**src/rtl/muldiv_ctrl.sv**
```systemverilog
//------------------------------------------------------------------------------
// muldiv_ctrl
//
// Sequencing controller for the EXE-stage multiply/divide resource.
// It issues operations from EXE to an external pipelined multiplier and an
// external iterative divider. It latches their operands and stalls EXE while
// work is in flight. It does the 64-bit HI/LO accumulate for MADD/MSUB itself
// and owns the HI/LO write port. An exception flush cancels in-flight work.
//
// Parameters
//   MUL_LAT     multiplier latency in cycles (1..7)
//
// Ports
//   clk, resetn             clock, asynchronous active-low reset
//   ex_valid, ex_op         EXE holds an instruction / its operation code
//   ex_flush                exception flush, aborts the current operation
//   ex_srca, ex_srcb        forwarded rs / rt operands
//   op_a, op_b              operands latched at issue
//   mul_start, mul_signed   multiplier issue pulse and signedness
//   mul_res                 product, valid MUL_LAT cycles after mul_start
//   div_start, div_signed   divider issue pulse and signedness
//   div_abort               one-cycle divider cancel
//   div_done, div_quot,
//   div_rem                 divider completion and results
//   hi_q, lo_q              current HI/LO contents
//   hi_we, lo_we,
//   hi_wdata, lo_wdata      HI/LO write port
//   ex_stall                hold the EXE stage
//   busy                    controller is not idle
//------------------------------------------------------------------------------
module muldiv_ctrl #(
    parameter int MUL_LAT = 2
) (
    input  logic        clk,
    input  logic        resetn,
    input  logic        ex_valid,
    input  logic [3:0]  ex_op,
    input  logic        ex_flush,
    input  logic [31:0] ex_srca,
    input  logic [31:0] ex_srcb,
    output logic [31:0] op_a,
    output logic [31:0] op_b,
    output logic        mul_start,
    output logic        mul_signed,
    input  logic [63:0] mul_res,
    output logic        div_start,
    output logic        div_signed,
    output logic        div_abort,
    input  logic        div_done,
    input  logic [31:0] div_quot,
    input  logic [31:0] div_rem,
    input  logic [31:0] hi_q,
    input  logic [31:0] lo_q,
    output logic        hi_we,
    output logic        lo_we,
    output logic [31:0] hi_wdata,
    output logic [31:0] lo_wdata,
    output logic        ex_stall,
    output logic        busy
);

    localparam logic [3:0] OP_MULT  = 4'd1;
    localparam logic [3:0] OP_MULTU = 4'd2;
    localparam logic [3:0] OP_DIV   = 4'd3;
    localparam logic [3:0] OP_DIVU  = 4'd4;
    localparam logic [3:0] OP_MADD  = 4'd5;
    localparam logic [3:0] OP_MADDU = 4'd6;
    localparam logic [3:0] OP_MSUB  = 4'd7;
    localparam logic [3:0] OP_MSUBU = 4'd8;
    localparam logic [3:0] OP_MTHI  = 4'd9;
    localparam logic [3:0] OP_MTLO  = 4'd10;

    localparam int               CNT_W    = 3;
    localparam logic [CNT_W-1:0] CNT_LOAD = CNT_W'(MUL_LAT - 1);

    typedef enum logic [2:0] {
        IDLE,
        MUL_WAIT,
        DIV_WAIT,
        ACC,
        DONE
    } state_t;

    state_t             state_q, state_d;
    logic [CNT_W-1:0]   cnt_q, cnt_d;
    logic [31:0]        opA_q, opA_d;
    logic [31:0]        opB_q, opB_d;
    logic [63:0]        prod_q, prod_d;
    logic [63:0]        res_q, res_d;
    logic               isAcc_q, isAcc_d;
    logic               isSub_q, isSub_d;

    // Unqualified versions of the outputs; they are forced to zero while
    // resetn is low so the block looks fully idle during reset.
    logic               mulStart, mulSigned;
    logic               divStart, divSigned, divAbort;
    logic               hiWe, loWe;
    logic [31:0]        hiWdata, loWdata;
    logic               stall;

    logic               opSigned;
    logic [63:0]        hiLo;

    assign opSigned = (ex_op == OP_MULT) || (ex_op == OP_MADD) ||
                      (ex_op == OP_MSUB) || (ex_op == OP_DIV);
    assign hiLo     = {hi_q, lo_q};

    always_ff @(posedge clk or negedge resetn) begin
        if (!resetn) begin
            state_q <= IDLE;
            cnt_q   <= '0;
            opA_q   <= '0;
            opB_q   <= '0;
            prod_q  <= '0;
            res_q   <= '0;
            isAcc_q <= 1'b0;
            isSub_q <= 1'b0;
        end else begin
            state_q <= state_d;
            cnt_q   <= cnt_d;
            opA_q   <= opA_d;
            opB_q   <= opB_d;
            prod_q  <= prod_d;
            res_q   <= res_d;
            isAcc_q <= isAcc_d;
            isSub_q <= isSub_d;
        end
    end

    always_comb begin
        state_d   = state_q;
        cnt_d     = cnt_q;
        opA_d     = opA_q;
        opB_d     = opB_q;
        prod_d    = prod_q;
        res_d     = res_q;
        isAcc_d   = isAcc_q;
        isSub_d   = isSub_q;
        mulStart  = 1'b0;
        mulSigned = 1'b0;
        divStart  = 1'b0;
        divSigned = 1'b0;
        divAbort  = 1'b0;
        hiWe      = 1'b0;
        loWe      = 1'b0;
        hiWdata   = '0;
        loWdata   = '0;
        stall     = 1'b0;

        unique case (state_q)
            IDLE: begin
                if (ex_valid && !ex_flush) begin
                    case (ex_op)
                        OP_MULT, OP_MULTU, OP_MADD, OP_MADDU, OP_MSUB, OP_MSUBU: begin
                            opA_d     = ex_srca;
                            opB_d     = ex_srcb;
                            mulStart  = 1'b1;
                            mulSigned = opSigned;
                            cnt_d     = CNT_LOAD;
                            isAcc_d   = (ex_op >= OP_MADD);
                            isSub_d   = (ex_op == OP_MSUB) || (ex_op == OP_MSUBU);
                            stall     = 1'b1;
                            state_d   = MUL_WAIT;
                        end
                        OP_DIV, OP_DIVU: begin
                            // Division by zero is architecturally undefined:
                            // nothing is started and HI/LO stay untouched.
                            if (ex_srcb != '0) begin
                                opA_d     = ex_srca;
                                opB_d     = ex_srcb;
                                divStart  = 1'b1;
                                divSigned = opSigned;
                                stall     = 1'b1;
                                state_d   = DIV_WAIT;
                            end
                        end
                        OP_MTHI: begin
                            hiWe    = 1'b1;
                            hiWdata = ex_srca;
                        end
                        OP_MTLO: begin
                            loWe    = 1'b1;
                            loWdata = ex_srca;
                        end
                        default: ;
                    endcase
                end
            end
            MUL_WAIT: begin
                stall = 1'b1;
                // The counter reaches zero exactly in the cycle the
                // multiplier presents the product.
                if (cnt_q == '0) begin
                    prod_d = mul_res;
                    if (!isAcc_q) begin
                        res_d = mul_res;
                    end
                    state_d = isAcc_q ? ACC : DONE;
                end else begin
                    cnt_d = cnt_q - CNT_W'(1);
                end
            end
            ACC: begin
                stall   = 1'b1;
                res_d   = isSub_q ? (hiLo - prod_q) : (hiLo + prod_q);
                state_d = DONE;
            end
            DIV_WAIT: begin
                stall = 1'b1;
                if (div_done) begin
                    res_d   = {div_rem, div_quot};
                    state_d = DONE;
                end
            end
            DONE: begin
                // EXE advances this cycle; the instruction still in EXE is the
                // one that was just completed, so it is not looked at again.
                hiWe    = 1'b1;
                loWe    = 1'b1;
                hiWdata = res_q[63:32];
                loWdata = res_q[31:0];
                state_d = IDLE;
            end
            default: state_d = IDLE;
        endcase

        // A flush wins over everything: drop the operation, write nothing,
        // release EXE and cancel the divider if it is running.
        if (ex_flush) begin
            state_d  = IDLE;
            hiWe     = 1'b0;
            loWe     = 1'b0;
            stall    = 1'b0;
            divAbort = (state_q == DIV_WAIT);
        end
    end

    always_comb begin
        mul_start  = 1'b0;
        mul_signed = 1'b0;
        div_start  = 1'b0;
        div_signed = 1'b0;
        div_abort  = 1'b0;
        hi_we      = 1'b0;
        lo_we      = 1'b0;
        hi_wdata   = '0;
        lo_wdata   = '0;
        ex_stall   = 1'b0;
        if (resetn) begin
            mul_start  = mulStart;
            mul_signed = mulSigned;
            div_start  = divStart;
            div_signed = divSigned;
            div_abort  = divAbort;
            hi_we      = hiWe;
            lo_we      = loWe;
            hi_wdata   = hiWdata;
            lo_wdata   = loWdata;
            ex_stall   = stall;
        end
    end

    assign busy = resetn && (state_q != IDLE);
    assign op_a = opA_q;
    assign op_b = opB_q;

endmodule

```
**config.mk**
```make
export PLATFORM = sky130hd
export DESIGN_NAME = muldiv_ctrl
export DESIGN_NICKNAME = d
export VERILOG_FILES = /design/src/rtl/muldiv_ctrl.sv
export SDC_FILE = /design/constraint.sdc
export NUM_CORES = 1
export LEC_CHECK = 0
export BUFFER_PORTS_ARGS = -buffer_cell sky130_fd_sc_hd__buf_4
export CAP_MARGIN = 20
export CORE_UTILIZATION = 54
export DETAILED_ROUTE_END_ITERATION = 10
export PLACE_DENSITY_LB_ADDON = 0.25
export SLEW_MARGIN = 40
export SYNTH_ARGS = -nofsm -noshare
export SYNTH_HDL_FRONTEND = slang
export SYNTH_SLANG_ARGS = --single-unit
export TNS_END_PERCENT = 5
```
**constraint.sdc**
```tcl
create_clock -name clk -period 6.9 [get_ports clk]
set_clock_uncertainty 0.15 [all_clocks]
set_input_delay 0.69 -clock clk [delete_from_list [all_inputs] [get_ports clk]]
set_output_delay 0.69 -clock clk [all_outputs]
set_load 0.1 [all_outputs]
```
==> results of run 1 <==
layer usage:
| metal | track usage (%) | vias up | share of wire, % |
|---|---|---|---|
| li1 | - | 6939 | - |
| met1 | 49.7 | 7245 | 41 |
| met2 | 59.2 | 801 | 45 |
| met3 | 7.05 | 149 | 8.3 |
| met4 | 21.7 | 0 | 5.9 |
| met5 | 0 | - | 0 |
worst max-delay path by stage:
stage                          start        end  cells past startpoint
after detailed placement   prod_q[2]  res_q[63]                     19
after floorplan           prod_q[11]  res_q[63]                     20
after global placement     prod_q[2]  res_q[63]                     19
final                      prod_q[2]  res_q[53]                     19
after CTS                  prod_q[5]  res_q[63]                     19
after global routing       prod_q[2]  res_q[63]                     19
layout make-up:
cell class | count | share of cell area, %
inverters | 40 | 0.799
clock inverters | 15 | 1.25
flip-flops and latches | 200 | 26.6
clock buffers | 17 | 2.26
repair buffers | 416 | 16.9
multi-input cells | 1361 | 49.9
well taps | 341 | 2.27
cells by family after synthesis:
kind of cell	Yosys count	synth area share, %
AOI/OAI and AO/OA	490	21.0
xor gates and xnor gates	117	6.90
adders and majority gates	67	5.66
buffers and inverters	161	4.04
DFF	200	33.5
muxes	137	10.3
and+or+nand+nor	550	18.6
registers in the layout (all words and copies together) (netlist names):
name	flops
cnt_q	3
prod_q	64
op_b	32
state_q	3
op_a	32
isSub_q	1
isAcc_q	1
res_q	64
power by group:
part           total, mW  internal (mW)  switching [mW]
sequential          2.35           1.76           0.587
combinational       6.77           2.33            4.44
clock               1.13          0.521           0.606
layout by cell type (no fill, tap or decap), types with 9 or more instances in the layout:
master / synthesis / routed
clkbuf_16: 0 / 17
ha_1: 66 / 66
a211oi_1: 9 / 9
dfrtp_1: 200 / 198
and3_1: 11 / 11
nor3_1: 32 / 31
nand2_1: 126 / 123
nor4_1: 18 / 17
xnor2_1: 102 / 102
o221ai_1: 11 / 11
nand2b_1: 18 / 17
o21ai_0: 104 / 104
o211ai_1: 9 / 9
inv_1: 40 / 40
nand4_1: 25 / 25
a21oi_1: 147 / 147
a21o_1: 30 / 30
a31oi_1: 12 / 12
xor2_1: 14 / 14
a22oi_1: 65 / 65
nand3_1: 22 / 22
nor2_1: 177 / 177
or3_1: 15 / 14
o21bai_1: 12 / 12
buf_4: 0 / 410
nor2b_1: 14 / 13
a221oi_1: 45 / 45
mux2_2: 130 / 130
nor3b_1: 64 / 64
worst max-delay path, stage by stage, from the launching register on:
cell and delay (ns):
dfrtp_1 0.43, nor3_1 0.40, nor4b_2 0.67, or4b_4 0.62
nor3_1 0.27, nand2_1 0.09, nor2_1 0.24, a21oi_1 0.13
xnor2_1 0.16, ha_1 0.35, inv_1 0.11, o21bai_1 0.07
a21oi_1 0.19, o221a_2 0.23, nand2_1 0.06, a221oi_1 0.49
a2111oi_0 0.25, or4b_1 0.66, xnor2_1 0.23, o221ai_1 0.15
stage by stage:
step                      hold WS (ns)  area [sq um]
after floorplan                  0.244         15000
after global placement           0.312         18100
after detailed placement         0.321         18100
after CTS                        0.152         18800
after global routing             0.170         18800
final                            0.117         18800
==> out/results.ini, run 1 <==
[status]
status = complete, no violations

[yosys]
netlist_instances = 1722
synth_commonest_cells = dfrtp_1 (200), nor2_1 (177), a21oi_1 (147), mux2_2 (130), nand2_1 (126)
synth_cell_types = 68
ys_seq_area_share_pct = 33.5
syn_area_sq_um = 15000
ys.flop_type = dfrtp_1
synth_top_area_share_pct = 33.5
synth.largest_area_cell = dfrtp_1
async_flop_share_pct = 100
yosysWarnings = 0
synth_edf_count = 0
ys_ff_latch = 200
yosysMostFrequentCell = dfrtp_1
synth_area_leaders = dfrtp_1 (33%), mux2_2 (9.8%), xnor2_1 (6.0%)
synth_nets = 2054
syn_avg_cell_area_sq_um = 8.68

[grt]
grt_first_pass_wirelength_um = 82100
overflow = 0
grt_start_max_net_pins = 131
antenna_found_initial = 0
first_global_vias = 14300
grt_use_total_pct = 38.0

[timing]
setup_tns_ns = 0
rsz0062_at_grt = no
tightest_slew_ns = 0.806
maxSlewHeadroom_pct = 46.2
final_hold_viol_count = 0
finalCritPeriodShare_pct = 88.5
max_freq_mhz = 164
drv_slew = 0
setup_ws_ns = 0.796
finalSetupViolations = 0
min_period_ns = 6.10

[job]
cap_violations = 0

[cells_and_area]
fillCellCount = 2213
drive_gt1_share_pct = 29.6
diodes = 0
fin_util_pct = 69.6
final-seq-area_sq_um = 5010
syn_to_final_growth_pct = 25.7
fin_cells = 2390
multiInputGateArea_sq_um = 9390
nets = 2368

[clock_network]
cts_setup_buffers = 0
postCtsHoldBufs = 0
cts_tree = yes
path_clk_slew_ns = 0.09
htree_num_levels = 4
cts_root_buf = clkbuf_16
numCtsBuffers = 17
cts.sinks = 200
clk_latency_ns = 0.46
cts_buffer_depth = 2
cts_resized = 0

[place]
dp_slack_ns = 0.902
port_buffers = 401
dp_cells = 2356
place.gp.congestion = 0.951
dp_hpwl_um = 42200

[route]
dr.pass1.iters = 7
routedWlPerCell_um = 22.8
dr.first_iter.drc_count = 1576
remaining_drc_errors = 0
antenna_left = 0
wl_um = 54600
viasPerCell = 6.33
vias = 15100

[critical_path]
cp_max_fo = 7
r2r_slack_ns = 0.80
worst_r2r_path_depth = 19
r2r_end = res_q[53]
worstPathRequired_ns = 7.06
cp_data_arrival_time_ns = 6.27
critPathLaunchType = register
cp-end-kind = register
r2r_start = prod_q[2]
critical_path_class = reg -> reg

[floorplanning]
die_w_um = 168
ioPinCount = 402
die_h_um = 168
core-area_sq_um = 27000
initial_core_util_pct = 55.3
die-area_sq_um = 28400
row_count = 60

[power_and_ir_drop]
p_leak_nw = 8.27
powerDensity_nw_per_um2 = 545
finalPower_mw = 10.2
irDropWorstVdd_uv = 250

[worst_hold_path]
min_path_type = in -> async

Note: power is estimated with default switching activity, not from simulation.
==> run 2, diff against run 1 <==
--- a/config.mk
+++ b/config.mk
@@ -7,7 +7,9 @@
 export LEC_CHECK = 0
 export BUFFER_PORTS_ARGS = -buffer_cell sky130_fd_sc_hd__buf_4
 export CAP_MARGIN = 20
-export CORE_UTILIZATION = 54
+export CORE_ASPECT_RATIO = 1.5
+export CORE_UTILIZATION = 55
+export CTS_BUF_LIST = sky130_fd_sc_hd__clkbuf_2
 export DETAILED_ROUTE_END_ITERATION = 10
 export PLACE_DENSITY_LB_ADDON = 0.25
 export SLEW_MARGIN = 40
==> run 2 against run 1 <==
Final cell count up 5.9%. First-iteration DRC count up 33%. Critical path depth up 1. Global-route usage up 14 points. Combinational power up 5.2%. Clock power down 43%. Die area down 1.7%. Wire length up 29%.
==> out/results.ini, run 2 (synthesized netlist as in run 1, its figures left out) <==
[clock_network]
cts_buffer_depth = 2  ; unchanged
numCtsBuffers = 17  ; unchanged
clk_latency_ns = 0.99  ; +0.53 ns
path_clk_slew_ns = 0.35  ; +0.26 ns
cts_tree = yes
cts.sinks = 200  ; unchanged
cts_root_buf = clkbuf_2
htree_num_levels = 4  ; unchanged
cts_setup_buffers = 0  ; unchanged

[grt]
overflow = 0  ; unchanged
grt_first_pass_wirelength_um = 105000  ; +28%
grt_start_max_net_pins = 75  ; -43%
first_global_vias = 17300  ; +21%
antenna_found_initial = 13  ; +13
grt_use_total_pct = 51.5  ; +14 points

[route]
remaining_drc_errors = 0  ; unchanged
dr.pass1.iters = 6  ; -1
routedWlPerCell_um = 27.9  ; +22%
antenna_left = 0  ; unchanged
vias = 17100  ; +13%
dr.first_iter.drc_count = 2089  ; +33%
viasPerCell = 6.77  ; +6.9%
wl_um = 70500  ; +29%

[place]
dp_hpwl_um = 46700  ; +11%
place.gp.congestion = 1.02  ; +7.0%
port_buffers = 401  ; unchanged

[cells_and_area]
fillCellCount = 1825  ; -18%
top_regs = prod_q x64, res_q x64
syn_to_final_growth_pct = 32.5
final_cell_mix = buf_4 (415), dfrtp_1 (198), nor2_1 (177), a21oi_1 (146), dlygate4sd3_1 (139)
drive_gt1_share_pct = 28.0  ; -1.6 points
nets = 2510  ; +6.0%
mostFrequentLayoutCell = buf_4
fin_util_pct = 74.6  ; +5.0 points

[critical_path]
cp_data_arrival_time_ns = 7.26  ; +0.99 ns
worstPathRequired_ns = 7.60  ; +0.54 ns
cp_max_fo = 6  ; -1
crit_start = prod_q[11]
cp-end-kind = register
critical_path_class = reg -> reg
critPathLaunchType = register
r2r_start = prod_q[11]

[worst_hold_path]
min_path_type = in -> reg
worstHoldStart = div_quot[12]

[status]
status = complete, no violations

[floorplanning]
core-area_sq_um = 26600  ; -1.7%
row_count = 73  ; +22%
die_w_um = 137  ; -19%
die-area_sq_um = 27900  ; -1.7%
initial_core_util_pct = 56.3  ; +0.93 points
die_h_um = 204  ; +21%
ioPinCount = 402  ; unchanged

[power_and_ir_drop]
irDropWorstVdd_uv = 670  ; +170%
powerDensity_nw_per_um2 = 518  ; -4.9%
p_leak_nw = 8.69  ; +5.1%

[timing]
tightest_slew_ns = 0.912  ; +0.105 ns
finalCritPeriodShare_pct = 95.1  ; +6.6 points
final_hold_viol_count = 0  ; unchanged
min_period_ns = 6.56  ; +0.456 ns
rsz0062_at_grt = no
finalSetupViolations = 0  ; unchanged
drv_slew = 0  ; unchanged
max_freq_mhz = 152  ; -7.0%
setup_tns_ns = 0  ; unchanged
maxSlewHeadroom_pct = 39.2  ; -7.0 points

[job]
cap_violations = 0  ; unchanged

-- run 2: layout make-up --
cell class	count	area [sq um]	area share, %
diodes	4	10.0	0.0505
clock buffers	18	90.1	0.455
clock inverters	14	155	0.783
inverters	40	150	0.758
multi-input cells	1361	9420	47.5
flip-flops and latches	200	5010	25.3
well taps	337	422	2.13
repair buffers	558	4560	23.0
-- run 2: per-stage QoR --
stage          hold slack (ns)  instances  cell area [sq um]  power, mW  worst slack, ns
2_1_floorplan            0.244       1722              15000       7.27             1.71
3_3_place_gp             0.313       2356              18100       9.01            0.660
3_5_place_dp             0.324       2356              18100       9.10            0.589
4_1_cts                0.00406       2527              19800       9.80            0.510
5_1_grt                 0.0402       2531              19800       10.7           0.0944
6_report                0.0303       2532              19800       10.3            0.340
-- run 2: power breakdown --
group	switching, mW	leakage [nW]	internal (mW)
sequential	0.751	2.38	1.75
combinational	4.72	6.16	2.40
clock	0.493	0.154	0.154
-- run 2: critical path: stages (launching register included) --
cell and delay [ns]:
dfrtp_1 0.49, or4_4 0.58, nor4_4 0.25, nand3b_2 0.16, or4b_4 0.59, nor3_1 0.29, nand2_1 0.09, nor2_1 0.28
a31oi_1 0.16, xnor2_1 0.18, ha_1 0.40, and2_1 0.26, nand3_1 0.17, or4_1 0.57, a21oi_1 0.19, nor3b_1 0.09
o21ai_0 0.35, a31oi_1 0.16, xnor2_1 0.16, a221oi_1 0.68, o21ai_0 0.15
-- run 2: routing by layer --
metal | GRT usage [%] | share of wire, % | vias to the layer above | routed length (um)
met3 | 23.6 | 13 | 490 | 9110
met4 | 41.3 | 9.7 | 20 | 6860
met5 | 3.52 | 0.29 | - | 203
met2 | 79.9 | 46 | 1380 | 32100
met1 | 52.8 | 32 | 8049 | 22200
li1 | - | - | 7202 | -
-- run 2: worst paths after layout --
kind,endpoint,slack [ns],depth (start not counted)
max in group asynchronous,prod_q[48],4.72,4
setup / recovery,res_q[43],0.34,20
setup reg to reg,res_q[43],0.34,20
hold / removal,res_q[12],0.03,4
min in group asynchronous,op_b[20],0.04,2
hold reg to reg,cnt_q[0],0.38,1
-- run 2: timing repair --
item	in CTS	in global routing
hold buffers	139	0
hold endpoints to repair	241	0
gates resized for setup	0	0
